File: src/rtl/mm_meas_view.sv
// mm_meas_view: measurement/display stage for the multimeter.
// Takes CH_NR parallel ADC samples per update strobe. For every channel it keeps
// the last raw sample, max-hold, min-hold and a 2^AVG_LOG2 block average. It shows
// the selected channel/quantity as a registered value and as a thermometer LED
// bar with a timed peak-hold dot.
//
// Ports:
//   clk            system clock
//   rst            asynchronous active-high reset
//   din_i          CH_NR packed samples, channel c at [c*DATA_W +: DATA_W]
//   din_update_i   one-cycle strobe, din_i valid
//   ch_sel_i       selected channel; out-of-range values select channel 0
//   mode_i         00 raw, 01 block average, 10 max-hold, 11 min-hold
//   clr_i          clear statistics and peak; takes priority over din_update_i
//   value_o        displayed value (registered)
//   value_valid_o  one-cycle pulse when value_o is written
//   led_o          bar [lvl:0] plus peak dot, decoded from registers
//   overrange_o    selected channel's last raw sample was all ones
module mm_meas_view #(
  parameter int unsigned DATA_W   = 12,
  parameter int unsigned CH_NR    = 2,
  parameter int unsigned AVG_LOG2 = 4,
  parameter int unsigned LED_NR   = 8,
  parameter int unsigned HOLD_CYC = 100_000_000,
  localparam int unsigned SEL_W   = (CH_NR > 1) ? $clog2(CH_NR) : 1
) (
  input  logic                    clk,
  input  logic                    rst,
  input  logic [CH_NR*DATA_W-1:0] din_i,
  input  logic                    din_update_i,
  input  logic [SEL_W-1:0]        ch_sel_i,
  input  logic [1:0]              mode_i,
  input  logic                    clr_i,
  output logic [DATA_W-1:0]       value_o,
  output logic                    value_valid_o,
  output logic [LED_NR-1:0]       led_o,
  output logic                    overrange_o
);

  localparam int unsigned ACC_W    = DATA_W + AVG_LOG2;
  localparam int unsigned LVL_BITS = $clog2(LED_NR);
  localparam int unsigned LVL_W    = (LVL_BITS > 0) ? LVL_BITS : 1;
  localparam int unsigned SHIFT    = DATA_W - LVL_BITS;
  localparam int unsigned HOLD_W   = $clog2(HOLD_CYC);

  logic [DATA_W-1:0] raw_q [CH_NR];
  logic [DATA_W-1:0] raw_d [CH_NR];
  logic [DATA_W-1:0] max_q [CH_NR];
  logic [DATA_W-1:0] max_d [CH_NR];
  logic [DATA_W-1:0] min_q [CH_NR];
  logic [DATA_W-1:0] min_d [CH_NR];
  logic [DATA_W-1:0] avg_q [CH_NR];
  logic [DATA_W-1:0] avg_d [CH_NR];
  logic [ACC_W-1:0]  acc_q [CH_NR];
  logic [ACC_W-1:0]  acc_d [CH_NR];
  logic [ACC_W-1:0]  acc_sum [CH_NR];
  logic [DATA_W-1:0] sample [CH_NR];

  logic [AVG_LOG2-1:0] cnt_q, cnt_d;
  logic                blk_done;
  logic                take;

  logic [DATA_W-1:0] sel_raw, sel_max, sel_min, sel_avg;
  logic [DATA_W-1:0] value_q, value_d;
  logic              valid_q, valid_d;
  logic              over_q, over_d;

  logic [LVL_W-1:0]  lvl;
  logic [LVL_W-1:0]  peak_q, peak_d;
  logic [HOLD_W-1:0] hold_q, hold_d;

  // Statistics next state, shared by all channels.
  always_comb begin
    take     = din_update_i & ~clr_i;
    blk_done = (cnt_q == '1);
    cnt_d    = cnt_q;
    if (clr_i) begin
      cnt_d = '0;
    end else if (din_update_i) begin
      cnt_d = cnt_q + 1'b1;  // wraps to 0 on block completion
    end
    for (int unsigned c = 0; c < CH_NR; c++) begin
      sample[c]  = din_i[c*DATA_W +: DATA_W];
      acc_sum[c] = acc_q[c] + ACC_W'(sample[c]);
      raw_d[c]   = raw_q[c];
      max_d[c]   = max_q[c];
      min_d[c]   = min_q[c];
      avg_d[c]   = avg_q[c];
      acc_d[c]   = acc_q[c];
      if (clr_i) begin
        max_d[c] = '0;
        min_d[c] = '1;
        acc_d[c] = '0;
      end else if (din_update_i) begin
        raw_d[c] = sample[c];
        max_d[c] = (sample[c] > max_q[c]) ? sample[c] : max_q[c];
        min_d[c] = (sample[c] < min_q[c]) ? sample[c] : min_q[c];
        if (blk_done) begin
          avg_d[c] = acc_sum[c][ACC_W-1:AVG_LOG2];
          acc_d[c] = '0;
        end else begin
          acc_d[c] = acc_sum[c];
        end
      end
    end
  end

  // Display uses the freshly updated statistics so value_o lags the strobe by one cycle.
  always_comb begin
    sel_raw = raw_d[0];
    sel_max = max_d[0];
    sel_min = min_d[0];
    sel_avg = avg_d[0];
    for (int unsigned c = 1; c < CH_NR; c++) begin
      if (32'(ch_sel_i) == c) begin
        sel_raw = raw_d[c];
        sel_max = max_d[c];
        sel_min = min_d[c];
        sel_avg = avg_d[c];
      end
    end

    value_d = value_q;
    valid_d = 1'b0;
    over_d  = over_q;
    if (take && ((mode_i != 2'b01) || blk_done)) begin
      valid_d = 1'b1;
      over_d  = &sel_raw;
      unique case (mode_i)
        2'b00: value_d = sel_raw;
        2'b01: value_d = sel_avg;
        2'b10: value_d = sel_max;
        2'b11: value_d = sel_min;
      endcase
    end
  end

  // Peak-hold: follow rises immediately, fall back to the current level on expiry.
  always_comb begin
    lvl    = LVL_W'(value_q >> SHIFT);
    peak_d = peak_q;
    hold_d = hold_q;
    if (clr_i) begin
      peak_d = '0;
      hold_d = HOLD_W'(HOLD_CYC - 1);
    end else if ((lvl > peak_q) || (hold_q == '0)) begin
      peak_d = lvl;
      hold_d = HOLD_W'(HOLD_CYC - 1);
    end else begin
      hold_d = hold_q - 1'b1;
    end
  end

  always_comb begin
    for (int unsigned i = 0; i < LED_NR; i++) begin
      led_o[i] = (32'(lvl) >= i) | (32'(peak_q) == i);
    end
  end

  always_ff @(posedge clk or posedge rst) begin
    if (rst) begin
      for (int unsigned c = 0; c < CH_NR; c++) begin
        raw_q[c] <= '0;
        max_q[c] <= '0;
        min_q[c] <= '1;
        avg_q[c] <= '0;
        acc_q[c] <= '0;
      end
      cnt_q   <= '0;
      value_q <= '0;
      valid_q <= 1'b0;
      over_q  <= 1'b0;
      peak_q  <= '0;
      hold_q  <= HOLD_W'(HOLD_CYC - 1);
    end else begin
      for (int unsigned c = 0; c < CH_NR; c++) begin
        raw_q[c] <= raw_d[c];
        max_q[c] <= max_d[c];
        min_q[c] <= min_d[c];
        avg_q[c] <= avg_d[c];
        acc_q[c] <= acc_d[c];
      end
      cnt_q   <= cnt_d;
      value_q <= value_d;
      valid_q <= valid_d;
      over_q  <= over_d;
      peak_q  <= peak_d;
      hold_q  <= hold_d;
    end
  end

  assign value_o       = value_q;
  assign value_valid_o = valid_q;
  assign overrange_o   = over_q;

endmodule

File: config.mk
export PLATFORM = sky130hd
export DESIGN_NAME = mm_meas_view
export DESIGN_NICKNAME = d
export VERILOG_FILES = /design/src/rtl/mm_meas_view.sv
export SDC_FILE = /design/constraint.sdc
export NUM_CORES = 1
export LEC_CHECK = 0
export CAP_MARGIN = 20
export CORE_ASPECT_RATIO = 1.5
export CORE_MARGIN = 3
export CORE_UTILIZATION = 55
export CTS_CLUSTER_SIZE = 8
export DETAILED_ROUTE_END_ITERATION = 8
export PLACE_DENSITY = 0.86
export RECOVER_POWER = 25
export SYNTH_ARGS = -nofsm -noshare
export SYNTH_HDL_FRONTEND = slang
export SYNTH_SLANG_ARGS = --single-unit
File: constraint.sdc
create_clock -name clk -period 7 [get_ports clk]
set_input_delay 1.4 -clock clk [delete_from_list [all_inputs] [get_ports clk]]
set_output_delay 1.4 -clock clk [all_outputs]
set_load 0.01 [all_outputs]
==> impl_metrics.csv <==
group,metric,value,unit
run_status,run_status,"complete, but fails checks",
run_status,violations,"max-capacitance violations, max-slew violations",
synthesis,synth_edf_count,0,
sta,slew_violations,57,
setup_path,cp_slowest_cell,"o41ai_4",
power_and_ir_drop,finalPower,2910,uW
placed_design,hpwl,21300,um
setup_path,worst_setup_path_end_kind,"flop",
final_layout,drive_gt1_frac,0.0920,
min_path,hold_path.class,"reg -> reg",
drt,wl_met2,14900,um
power_and_ir_drop,power_frac_comb,0.243,
synthesis,synth.avg_cell_area,8.93,um^2
floorplanning,die_h,175,um
min_path,holdPathEnd,"avg_q[4]$_DFF_PP0_",
drt,drtIter0Drc,1040,
power_and_ir_drop,swShare,0.306,
synthesis,yosysTopAreaCell,"dfrtp_1",
synthesis,ys_async_sr_fraction,1.00,
drt,num_vias,9236,
floorplanning,die_area,20900,um^2
drt,totalWireLength,30000,um
global_route,first_global_vias,9426,
synthesis,synthMostInstantiatedCell,"nand2_1",
setup_path,path_max_fanout,14,
min_path,holdPathStages,2,
setup_path,critical-path-top-delay-family,"compound AO/OA/AOI/OAI gates",
setup_path,critPathArrivalTime,5.09,ns
synthesis,syn_area,10500,um^2
synthesis,syn-num-nets,1287,
setup_path,crit_chain,"clkdlybuf4s50_1 > ha_1 > a211o_1 > o211ai_1 > a21oi_1 > o41ai_4 > mux2i_1 > nor3_1 > a221o_1 > a2111oi_0 > a21oi_1",
synthesis,synthCells,1178,
global_route,grt_pass1_wl,48600,um
floorplanning,start_util,0.563,
synthesis,netlist_top_cells_count,"nand2_1, nor2_1, dfrtp_1",
cts,cts_tree,"yes",
drt,wl_met1,11400,um
placed_design,place.gp.congestion,0.971,
placed_design,port_buffers,51,
power_and_ir_drop,p_int,2020,uW
global_route,antenna_found_initial,0,
setup_path,max_stage_delay,0.99,ns
cts,root_buffer,"clkbuf_16",
sta,slew-limit-headroom,-0.782,
sta,fmax,209,MHz
cts,ctsResizeCount,0,
setup_path,r2r.worst_path.cells,11,
drt,post_drt_wl_per_cell,20.3,um
cts,cts-htree-levels,4,
cts,clk_path_buf_depth,2,
floorplanning,coreArea,18700,um^2
drt,top_layer,"met4",
sta,hold_viol,0,
power_and_ir_drop,max-vdd-ir-drop,168,uV
cts,cts_sinks,174,
cts,clkTransAtPathRegs,0.06,ns
power_and_ir_drop,clock_power_share,0.356,
sta,setup_tns,0,ns
global_route,grtUsageTotal,0.295,
job,maxCapViolCount,1,
synthesis,synthDistinctLibCells,72,
sta,setup_viol,0,
min_path,hp-start,"avg_q[4]$_DFF_PP0_",
floorplanning,die_w,119,um
sta,rsz0062_at_grt,"no",
final_layout,antenna_cells,0,
setup_path,r2r-start,"max_q[5]$_DFF_PP0_",
sta,period_minus_slack,4.79,ns
synthesis,yosysTopAreaCellShare,0.312,
final_layout,syn2layout_area_growth,13.4,%
cts,cts_hold_buf,0,
global_route,grt_max_degree,117,
setup_path,required,7.30,ns
floorplanning,rows,61,
synthesis,synth_seq_cells,174,
drt,wl_met3,1970,um
drt,drc,0,
setup_path,cp_num_buf_inv,1,
sta,fin_skew,0.0112,ns
synthesis,synth.area.top_cells,"dfrtp_1, dfstp_2, ha_1",
setup_path,r2r_end,"value_o[6]$_DFFE_PP0P_",
sta,fin_crit_sh,0.685,
setup_path,cp_common_cell,"a21oi_1",
sta,worst_pin_slew,2.66,ns
synthesis,synth_seq_area_share,0.419,
final_layout,nNetsFinal,1324,
setup_path,critical_path_class,"in -> reg",
power_and_ir_drop,pwr_density_cell,244,nW/um^2
cts,cts_setup_buffers,0,
power_and_ir_drop,seqPwrFrac,0.401,
synthesis,yosysWarnings,0,
power_and_ir_drop,p_leak,0.00548,uW
cts,clk_latency,0.44,ns
drt,firstDrtPassIters,5,
synthesis,yosys_most_used_dff,"dfrtp_1",
setup_path,critPathLaunchType,"input pin",
power_and_ir_drop,p_switching,892,uW
floorplanning,io_pins,53,
global_route,grt_overflow,0,
drt,ant_nets,0,
cts,cts_buffers,17,
setup_path,rrSetupSlack,3.38,ns
drt,via_per_inst,6.24,
[per-layer routing]
layer | up-vias | GRT usage
met5 | - | 0
met4 | 0 | 0.175
met3 | 132 | 0.0551
met2 | 439 | 0.501
met1 | 4460 | 0.347
li1 | 4205 | -
[through the flow]
step,worst slack [ns],hold slack [ns],cell area (um^2),cells,util
2_1_floorplan,0.954,0.436,10500,1178,-
3_3_place_gp,2.04,0.455,11300,1447,0.603
3_5_place_dp,1.87,0.459,11300,1447,0.603
4_1_cts,2.28,0.475,11900,1479,0.637
5_1_grt,2.02,0.490,11900,1480,0.638
6_report,2.21,0.472,11900,1480,0.638
[power groups by stage]
stage                     Sequential (uW)  Combinational (uW)  Clock (uW)
after detailed placement             1180                 688           0
after global routing                 1180                 777        1080
after CTS                            1170                 697        1040
after floorplan                      1170                 469           0
final                                1170                 707        1040
after global placement               1180                 668           0
[kinds of logic after synthesis]
family	after synthesis	synth area share
compound gates	243	0.154
xor+xnor	52	0.0433
fa+ha+maj	78	0.0942
buf+inv	109	0.0402
flops	174	0.419
mux	56	0.0546
other cells	1	0.000356
simple gates	465	0.195
[cell type report]
class,count,area [um^2]
multi-input cells,895,5720
clock inverters,7,163
inverters,62,234
clock buffers,25,465
well taps,252,315
repair buffers,65,631
fillers,1445,6770
flip-flops and latches,174,4410
[worst min-delay path: stages, from the launching register on]
cell	delay, ns
dfrtp_1	0.32
nand2_1	0.06
nand2_1	0.06
[placed cells by master, fill, tap and decap left out, types with 13 or more instances in the layout]
master           count
nor3_1              26
xor2_1              19
nor4_1              15
dfrtp_1            131
a22o_1              17
nor2_1             135
o21ai_0             67
inv_1               58
a21oi_1             43
nand4_1             13
dfstp_2             43
mux2i_1             45
xnor2_1             33
clkbuf_16           17
nand3_1             21
nand2_1            209
a31oi_1             14
buf_4               13
clkdlybuf4s50_1     49
ha_1                76
[worst max path at each step]
stage	startpoint	cells after the start	end	slack [ns]
floorplan	rst	1	acc_q[0]$_DFFE_PP0P_	0.95
global placement	din_i[17]	11	value_o[6]$_DFFE_PP0P_	2.04
detailed placement	din_i[17]	11	value_o[6]$_DFFE_PP0P_	1.87
CTS	din_i[17]	11	value_o[6]$_DFFE_PP0P_	2.28
global route	din_i[17]	11	value_o[6]$_DFFE_PP0P_	2.02
finish	din_i[17]	11	value_o[6]$_DFFE_PP0P_	2.21
[flip-flops by register name, indices dropped and copies added, names as in the netlist]
name	count
acc_q	32
avg_q	22
cnt_q	4
hold_q	27
max_q	24
min_q	24
overrange_o	1
peak_q	3
raw_q	24
value_o	12
value_valid_o	1
(Power assumes the default switching activity.)
